`config.mk`:
```
export PLATFORM = sky130hd
export DESIGN_NAME = axi4lite_reg_bridge
export DESIGN_NICKNAME = d
export VERILOG_FILES = /design/src/rtl/axi4lite_reg_bridge.sv
export SDC_FILE = /design/constraint.sdc
export NUM_CORES = 1
export LEC_CHECK = 0
export CORE_ASPECT_RATIO = 1.75
export CORE_UTILIZATION = 35
export CTS_BUF_LIST = sky130_fd_sc_hd__clkbuf_16
export DETAILED_ROUTE_END_ITERATION = 10
export PLACE_DENSITY_LB_ADDON = 0.3
export SLEW_MARGIN = 25
export SYNTH_ARGS = -nofsm -noshare
export SYNTH_HDL_FRONTEND = slang
export SYNTH_SLANG_ARGS = --single-unit
```
`constraint.sdc`:
```
create_clock -name clk -period 2.6 [get_ports clk]
set_input_delay 0.52 -clock clk [delete_from_list [all_inputs] [get_ports clk]]
set_output_delay 0.52 -clock clk [all_outputs]
set_load 0.01 [all_outputs]
```
`src/rtl/axi4lite_reg_bridge.sv`:
```
// AXI4-Lite slave to register-map bus bridge: one-entry AW/W/AR buffers,
// round-robin read/write arbitration, single outstanding access with timeout.
module axi4lite_reg_bridge #(
    parameter int DATA_WIDTH     = 32,
    parameter int ADDR_WIDTH     = 32,
    parameter int TIMEOUT_CYCLES = 256
) (
    input  logic                    clk,
    input  logic                    rst,
    input  logic [ADDR_WIDTH-1:0]   s_awaddr,
    input  logic                    s_awvalid,
    output logic                    s_awready,
    input  logic [DATA_WIDTH-1:0]   s_wdata,
    input  logic [DATA_WIDTH/8-1:0] s_wstrb,
    input  logic                    s_wvalid,
    output logic                    s_wready,
    output logic [1:0]              s_bresp,
    output logic                    s_bvalid,
    input  logic                    s_bready,
    input  logic [ADDR_WIDTH-1:0]   s_araddr,
    input  logic                    s_arvalid,
    output logic                    s_arready,
    output logic [DATA_WIDTH-1:0]   s_rdata,
    output logic [1:0]              s_rresp,
    output logic                    s_rvalid,
    input  logic                    s_rready,
    output logic                    bus_req,
    output logic                    bus_req_is_wr,
    output logic [ADDR_WIDTH-1:0]   bus_addr,
    output logic [DATA_WIDTH-1:0]   bus_wr_data,
    output logic [DATA_WIDTH-1:0]   bus_wr_biten,
    output logic                    bus_req_stall_wr,
    output logic                    bus_req_stall_rd,
    input  logic                    bus_ready,
    input  logic [DATA_WIDTH-1:0]   bus_rd_data,
    input  logic                    bus_err
);

    // state   | meaning
    // IDLE    | waiting for an eligible write (AW+W) or read (AR)
    // WR_REQ  | write presented on register bus, waiting bus_ready/timeout
    // RD_REQ  | read presented on register bus, waiting bus_ready/timeout
    // WR_RESP | B response valid, waiting s_bready
    // RD_RESP | R response valid, waiting s_rready
    typedef enum logic [2:0] {IDLE, WR_REQ, RD_REQ, WR_RESP, RD_RESP} state_t;

    localparam int STRB_W = DATA_WIDTH / 8;
    localparam int CNT_W  = (TIMEOUT_CYCLES > 1) ? $clog2(TIMEOUT_CYCLES + 1) : 1;
    localparam logic [CNT_W-1:0] TO_LAST = CNT_W'((TIMEOUT_CYCLES > 0) ? TIMEOUT_CYCLES - 1 : 0);
    localparam bit TO_EN = (TIMEOUT_CYCLES != 0);

    state_t state, state_nxt;

    logic                  aw_full, w_full, ar_full;
    logic [ADDR_WIDTH-1:0] aw_addr_q, ar_addr_q;
    logic [DATA_WIDTH-1:0] w_data_q;
    logic [STRB_W-1:0]     w_strb_q;
    logic                  last_rd;
    logic [CNT_W-1:0]      to_cnt;
    logic                  aw_hs, w_hs, ar_hs, wr_elig, rd_elig;
    logic                  in_req, timeout, wr_done, rd_done;

    assign s_awready = !aw_full;
    assign s_wready  = !w_full;
    assign s_arready = !ar_full;

    assign aw_hs = s_awvalid && !aw_full;
    assign w_hs  = s_wvalid && !w_full;
    assign ar_hs = s_arvalid && !ar_full;

    // Count same-cycle captures so an accept in cycle N yields bus_req in N+1
    assign wr_elig = (aw_full || aw_hs) && (w_full || w_hs);
    assign rd_elig = ar_full || ar_hs;

    assign in_req  = (state == WR_REQ) || (state == RD_REQ);
    assign timeout = TO_EN && in_req && !bus_ready && (to_cnt == TO_LAST);
    assign wr_done = (state == WR_REQ) && (bus_ready || timeout);
    assign rd_done = (state == RD_REQ) && (bus_ready || timeout);

    always_ff @(posedge clk or negedge rst) begin
        if (!rst) begin
            state <= IDLE;
        end else begin
            state <= state_nxt;
        end
    end

    always_comb begin
        state_nxt = state;
        case (state)
            IDLE: begin
                if (wr_elig && (!rd_elig || last_rd)) state_nxt = WR_REQ;
                else if (rd_elig)                      state_nxt = RD_REQ;
            end
            WR_REQ:  if (wr_done) state_nxt = WR_RESP;
            RD_REQ:  if (rd_done) state_nxt = RD_RESP;
            WR_RESP: if (s_bready) state_nxt = IDLE;
            RD_RESP: if (s_rready) state_nxt = IDLE;
            default: state_nxt = IDLE;
        endcase
    end

    always_ff @(posedge clk or negedge rst) begin
        if (!rst) begin
            aw_full   <= 1'b0;
            w_full    <= 1'b0;
            ar_full   <= 1'b0;
            aw_addr_q <= '0;
            ar_addr_q <= '0;
            w_data_q  <= '0;
            w_strb_q  <= '0;
        end else begin
            if (aw_hs) begin
                aw_full   <= 1'b1;
                aw_addr_q <= s_awaddr;
            end else if (wr_done) begin
                aw_full <= 1'b0;
            end
            if (w_hs) begin
                w_full   <= 1'b1;
                w_data_q <= s_wdata;
                w_strb_q <= s_wstrb;
            end else if (wr_done) begin
                w_full <= 1'b0;
            end
            if (ar_hs) begin
                ar_full   <= 1'b1;
                ar_addr_q <= s_araddr;
            end else if (rd_done) begin
                ar_full <= 1'b0;
            end
        end
    end

    always_ff @(posedge clk or negedge rst) begin
        if (!rst) begin
            last_rd <= 1'b1;
            to_cnt  <= '0;
            s_bresp <= 2'b00;
            s_rresp <= 2'b00;
            s_rdata <= '0;
        end else begin
            if (state == IDLE && state_nxt == WR_REQ) last_rd <= 1'b0;
            if (state == IDLE && state_nxt == RD_REQ) last_rd <= 1'b1;
            if (TO_EN && in_req && !bus_ready) to_cnt <= to_cnt + 1'b1;
            else                               to_cnt <= '0;
            // Completion beats timeout when both land in the same cycle
            if (wr_done) s_bresp <= (!bus_ready || bus_err) ? 2'b10 : 2'b00;
            if (rd_done) begin
                s_rresp <= (!bus_ready || bus_err) ? 2'b10 : 2'b00;
                s_rdata <= bus_ready ? bus_rd_data : '0;
            end
        end
    end

    always_comb begin
        bus_req          = in_req;
        bus_req_is_wr    = (state == WR_REQ);
        bus_addr         = '0;
        bus_wr_data      = '0;
        bus_wr_biten     = '0;
        s_bvalid         = (state == WR_RESP);
        s_rvalid         = (state == RD_RESP);
        bus_req_stall_wr = (state == WR_RESP) && !s_bready;
        bus_req_stall_rd = (state == RD_RESP) && !s_rready;
        if (state == WR_REQ) begin
            bus_addr    = aw_addr_q;
            bus_wr_data = w_data_q;
            for (int i = 0; i < STRB_W; i++) begin
                bus_wr_biten[8*i +: 8] = {8{w_strb_q[i]}};
            end
        end else if (state == RD_REQ) begin
            bus_addr = ar_addr_q;
        end
    end

endmodule

```
==> impl_metrics.env <==
export IMPL_globalplace_congestion=0.7875
export IMPL_grt_first_pass_wirelength_um=27420
export IMPL_multi_input_area_mm2=0.002381
export IMPL_hold_viol_final=0
export IMPL_dr_pass1_iters=4
export IMPL_crit_required_ns=2.08
export IMPL_m1WireLength_um=6150
export IMPL_die_area_mm2=0.01923
export IMPL_synthXorXnorAreaFrac=0.009389
export IMPL_rows=65
export IMPL_ant_nets=0
export IMPL_yosysUniqueCellTypes=37
export IMPL_place_area_mm2=0.009428
export IMPL_fp_dieH_um=182.7
export IMPL_p_leak_nw=5.045
export IMPL_synthTopCellsByArea="dfrtp_1 (57%), mux2_1 (17%), a22o_1 (8.6%)"
export IMPL_setup_tns_ns=0
export IMPL_grt_max_degree=62
export IMPL_path_clk_slew_ns=0.07
export IMPL_ctsHoldBuffers=0
export IMPL_pwr_density_cell_mw_per_mm2=1136
export IMPL_synth_top_family_by_area="multiplexers"
export IMPL_synth_area_leader_cell="dfrtp_1"
export IMPL_crit_type="register to output pin"
export IMPL_period_needed_ns=2.526
export IMPL_wl_um=17310
export IMPL_synth_seq_cells=150
export IMPL_final_cell_mix="clkdlybuf4s50_1 (187), dfrtp_1 (146), mux2_1 (100)"
export IMPL_pin_count=282
export IMPL_vias=4819
export IMPL_cts_buffers=17
export IMPL_vias_per_cell=4.814
export IMPL_fin_skew_ns=0.01063
export IMPL_drc=0
export IMPL_max_slew_margin=0.6095
export IMPL_dp_slack_ns=0.1700
export IMPL_wire_per_inst_um=17.30
export IMPL_grt_overflow=0
export IMPL_portBuffers=279
export IMPL_grt_pass1_vias=5240
export IMPL_worst_path_max_fanout=24
export IMPL_synth_compound_area_share=0.09791
export IMPL_hpwlAfterDp_um=12630
export IMPL_coreArea_mm2=0.01814
export IMPL_async_reset_ff_frac=1.000
export IMPL_worst_ep_arrival_time_ns=2.01
export IMPL_hold_class="primary input to async pin"
export IMPL_p_total_mw=11.52
export IMPL_fill_cells=1563
export IMPL_top_layer="met4"
export IMPL_seq_area_frac_synth=0.5750
export IMPL_setup_slack_ns=0.07399
export IMPL_status="complete, no violations"
export IMPL_cts_sinks=150
export IMPL_syn_area_mm2=0.006530
export IMPL_wl_met2_um=9635
export IMPL_period_share=0.9715
export IMPL_finalInstanceArea_mm2=0.01014
export IMPL_synth_flop_cell="dfrtp_1"
export IMPL_grt_antenna_before_repair=1
export IMPL_wl_met3_um=925
export IMPL_rr_worst_depth=8
export IMPL_initial_core_util=0.3601
export IMPL_synthMuxAreaShare=0.1740
export IMPL_track_usage=0.1842
export IMPL_setup_viol_count_final=0
export IMPL_synth_edf_count=0
export IMPL_clockBufferDepth=2
export IMPL_drive_gt1_frac=0.09661
export IMPL_cp_start_kind="register"
export IMPL_final_common_cell="clkdlybuf4s50_1"
export IMPL_max_freq_mhz=395.9
export IMPL_cp_end_kind="output pin"
export IMPL_root_buffer="clkbuf_16"
export IMPL_ys_warn_count=0
export IMPL_layout_nets=896
export IMPL_synthAdderAreaFrac=0.003832
export IMPL_tritoncts="built"
export IMPL_synth_top_area_frac=0.5710
export IMPL_syn_to_final_growth_pct=55.26
export IMPL_worst_slew_pin_slew_ns=0.5858
export IMPL_cts_htree_levels=4
export IMPL_drv_cap=0
export IMPL_holdWs_ns=0.08109
export IMPL_vdd_ir_drop_max_mv=0.5796
export IMPL_slew_viol_final=0
export IMPL_synthSimpleGateAreaFrac=0.07300
export IMPL_syn_avg_cell_area_um2=13.33
export IMPL_clkLatencyLatePin_ns=0.41
export IMPL_drt_iter0_drc=142
export IMPL_syn_inst=490
export IMPL_die_x_um=105.3
export IMPL_regArea_mm2=0.003759
==> flip-flops by register name, summed over array words and instances (netlist names) <==
signal,flops
ar_addr_q,32
aw_addr_q,32
s_rdata,32
w_data_q,32
to_cnt,9
w_strb_q,4
state,3
ar_full,1
aw_full,1
last_rd,1
s_bresp,1
s_rresp,1
w_full,1
==> power breakdown <==
part | internal [mW] | switching [mW] | leakage (nW)
clock network | 1.32 | 0.993 | 0.263
logic | 2.98 | 2.17 | 2.97
registers | 3.44 | 0.617 | 1.81
==> cells by family (layout without fill, tap and decap cells) <==
kind of cell / count (synthesis) / count (layout)
buffers and inverters: 70 / 345
other: 1 / 3
flip-flops: 150 / 150
AO/OA/AOI/OAI: 76 / 76
XOR/XNOR: 7 / 7
adder cells (fa/ha/maj): 2 / 2
multiplexers: 101 / 101
AND/OR/NAND/NOR: 83 / 83
==> synth_stat cells, types with 2 or more instances <==
| cell type | n |
|---|---|
| buf_6 | 3 |
| clkbuf_1 | 10 |
| ha_1 | 2 |
| inv_1 | 7 |
| nor2_1 | 19 |
| nor3_1 | 4 |
| and2_1 | 37 |
| mux2_1 | 100 |
| nand3_1 | 2 |
| a21oi_1 | 4 |
| xnor2_1 | 4 |
| buf_2 | 16 |
| a22o_1 | 64 |
| dfrtp_1 | 149 |
| nor2b_1 | 7 |
| buf_4 | 34 |
| xor2_1 | 3 |
| nand2_1 | 5 |
| o21ai_1 | 2 |
==> worst paths after layout <==
kind                              startpoint            to  slack (ns)
worst max-delay path                state[2]  bus_addr[15]        0.07
worst min-delay path                     rst   s_rdata[27]        0.08
worst max register to register     to_cnt[0]    s_rdata[6]        0.55
worst min register to register  w_data_q[11]  w_data_q[11]        0.48
max in group asynchronous                rst   w_data_q[9]        1.76
min in group clk                w_data_q[11]  w_data_q[11]        0.48
==> through the flow <==
step           cells  utilization
2_1_floorplan    491            -
3_3_place_gp     954       0.5198
3_5_place_dp     954       0.5198
4_1_cts          995       0.5510
5_1_grt         1001       0.5590
6_report        1001       0.5590
==> worst max-delay path, stage by stage, from the launching register on <==
cell and delay [ns]:
dfrtp_2 0.43, nor3b_4 0.28, buf_12 0.16, buf_4 0.12
buf_12 0.15, a22o_1 0.16, dlygate4sd2_1 0.28
==> final cells by class <==
cell class,instances,area share
timing repair buffer,306,0.3078
antenna,1,0.0002468
clock inverter,15,0.01296
multi-input combinational,271,0.2349
sequential,150,0.3707
tap,234,0.02888
inverter,7,0.002592
clock buffer,17,0.04196
==> layer usage <==
layer / up-vias / track usage
li1: 2214 / -
met1: 2385 / 0.1897
met2: 186 / 0.3476
met3: 34 / 0.03571
met4: 0 / 0.09465
met5: - / 0
==> timing repair <==
item | 4_1_cts | 5_1_grt
setup buffers | 9 | 5
resized for setup | 61 | 44
endpoints found under the setup margin | 97 | 42
pin swaps | 1 | 1
Power figures use the tool's default switching activity.
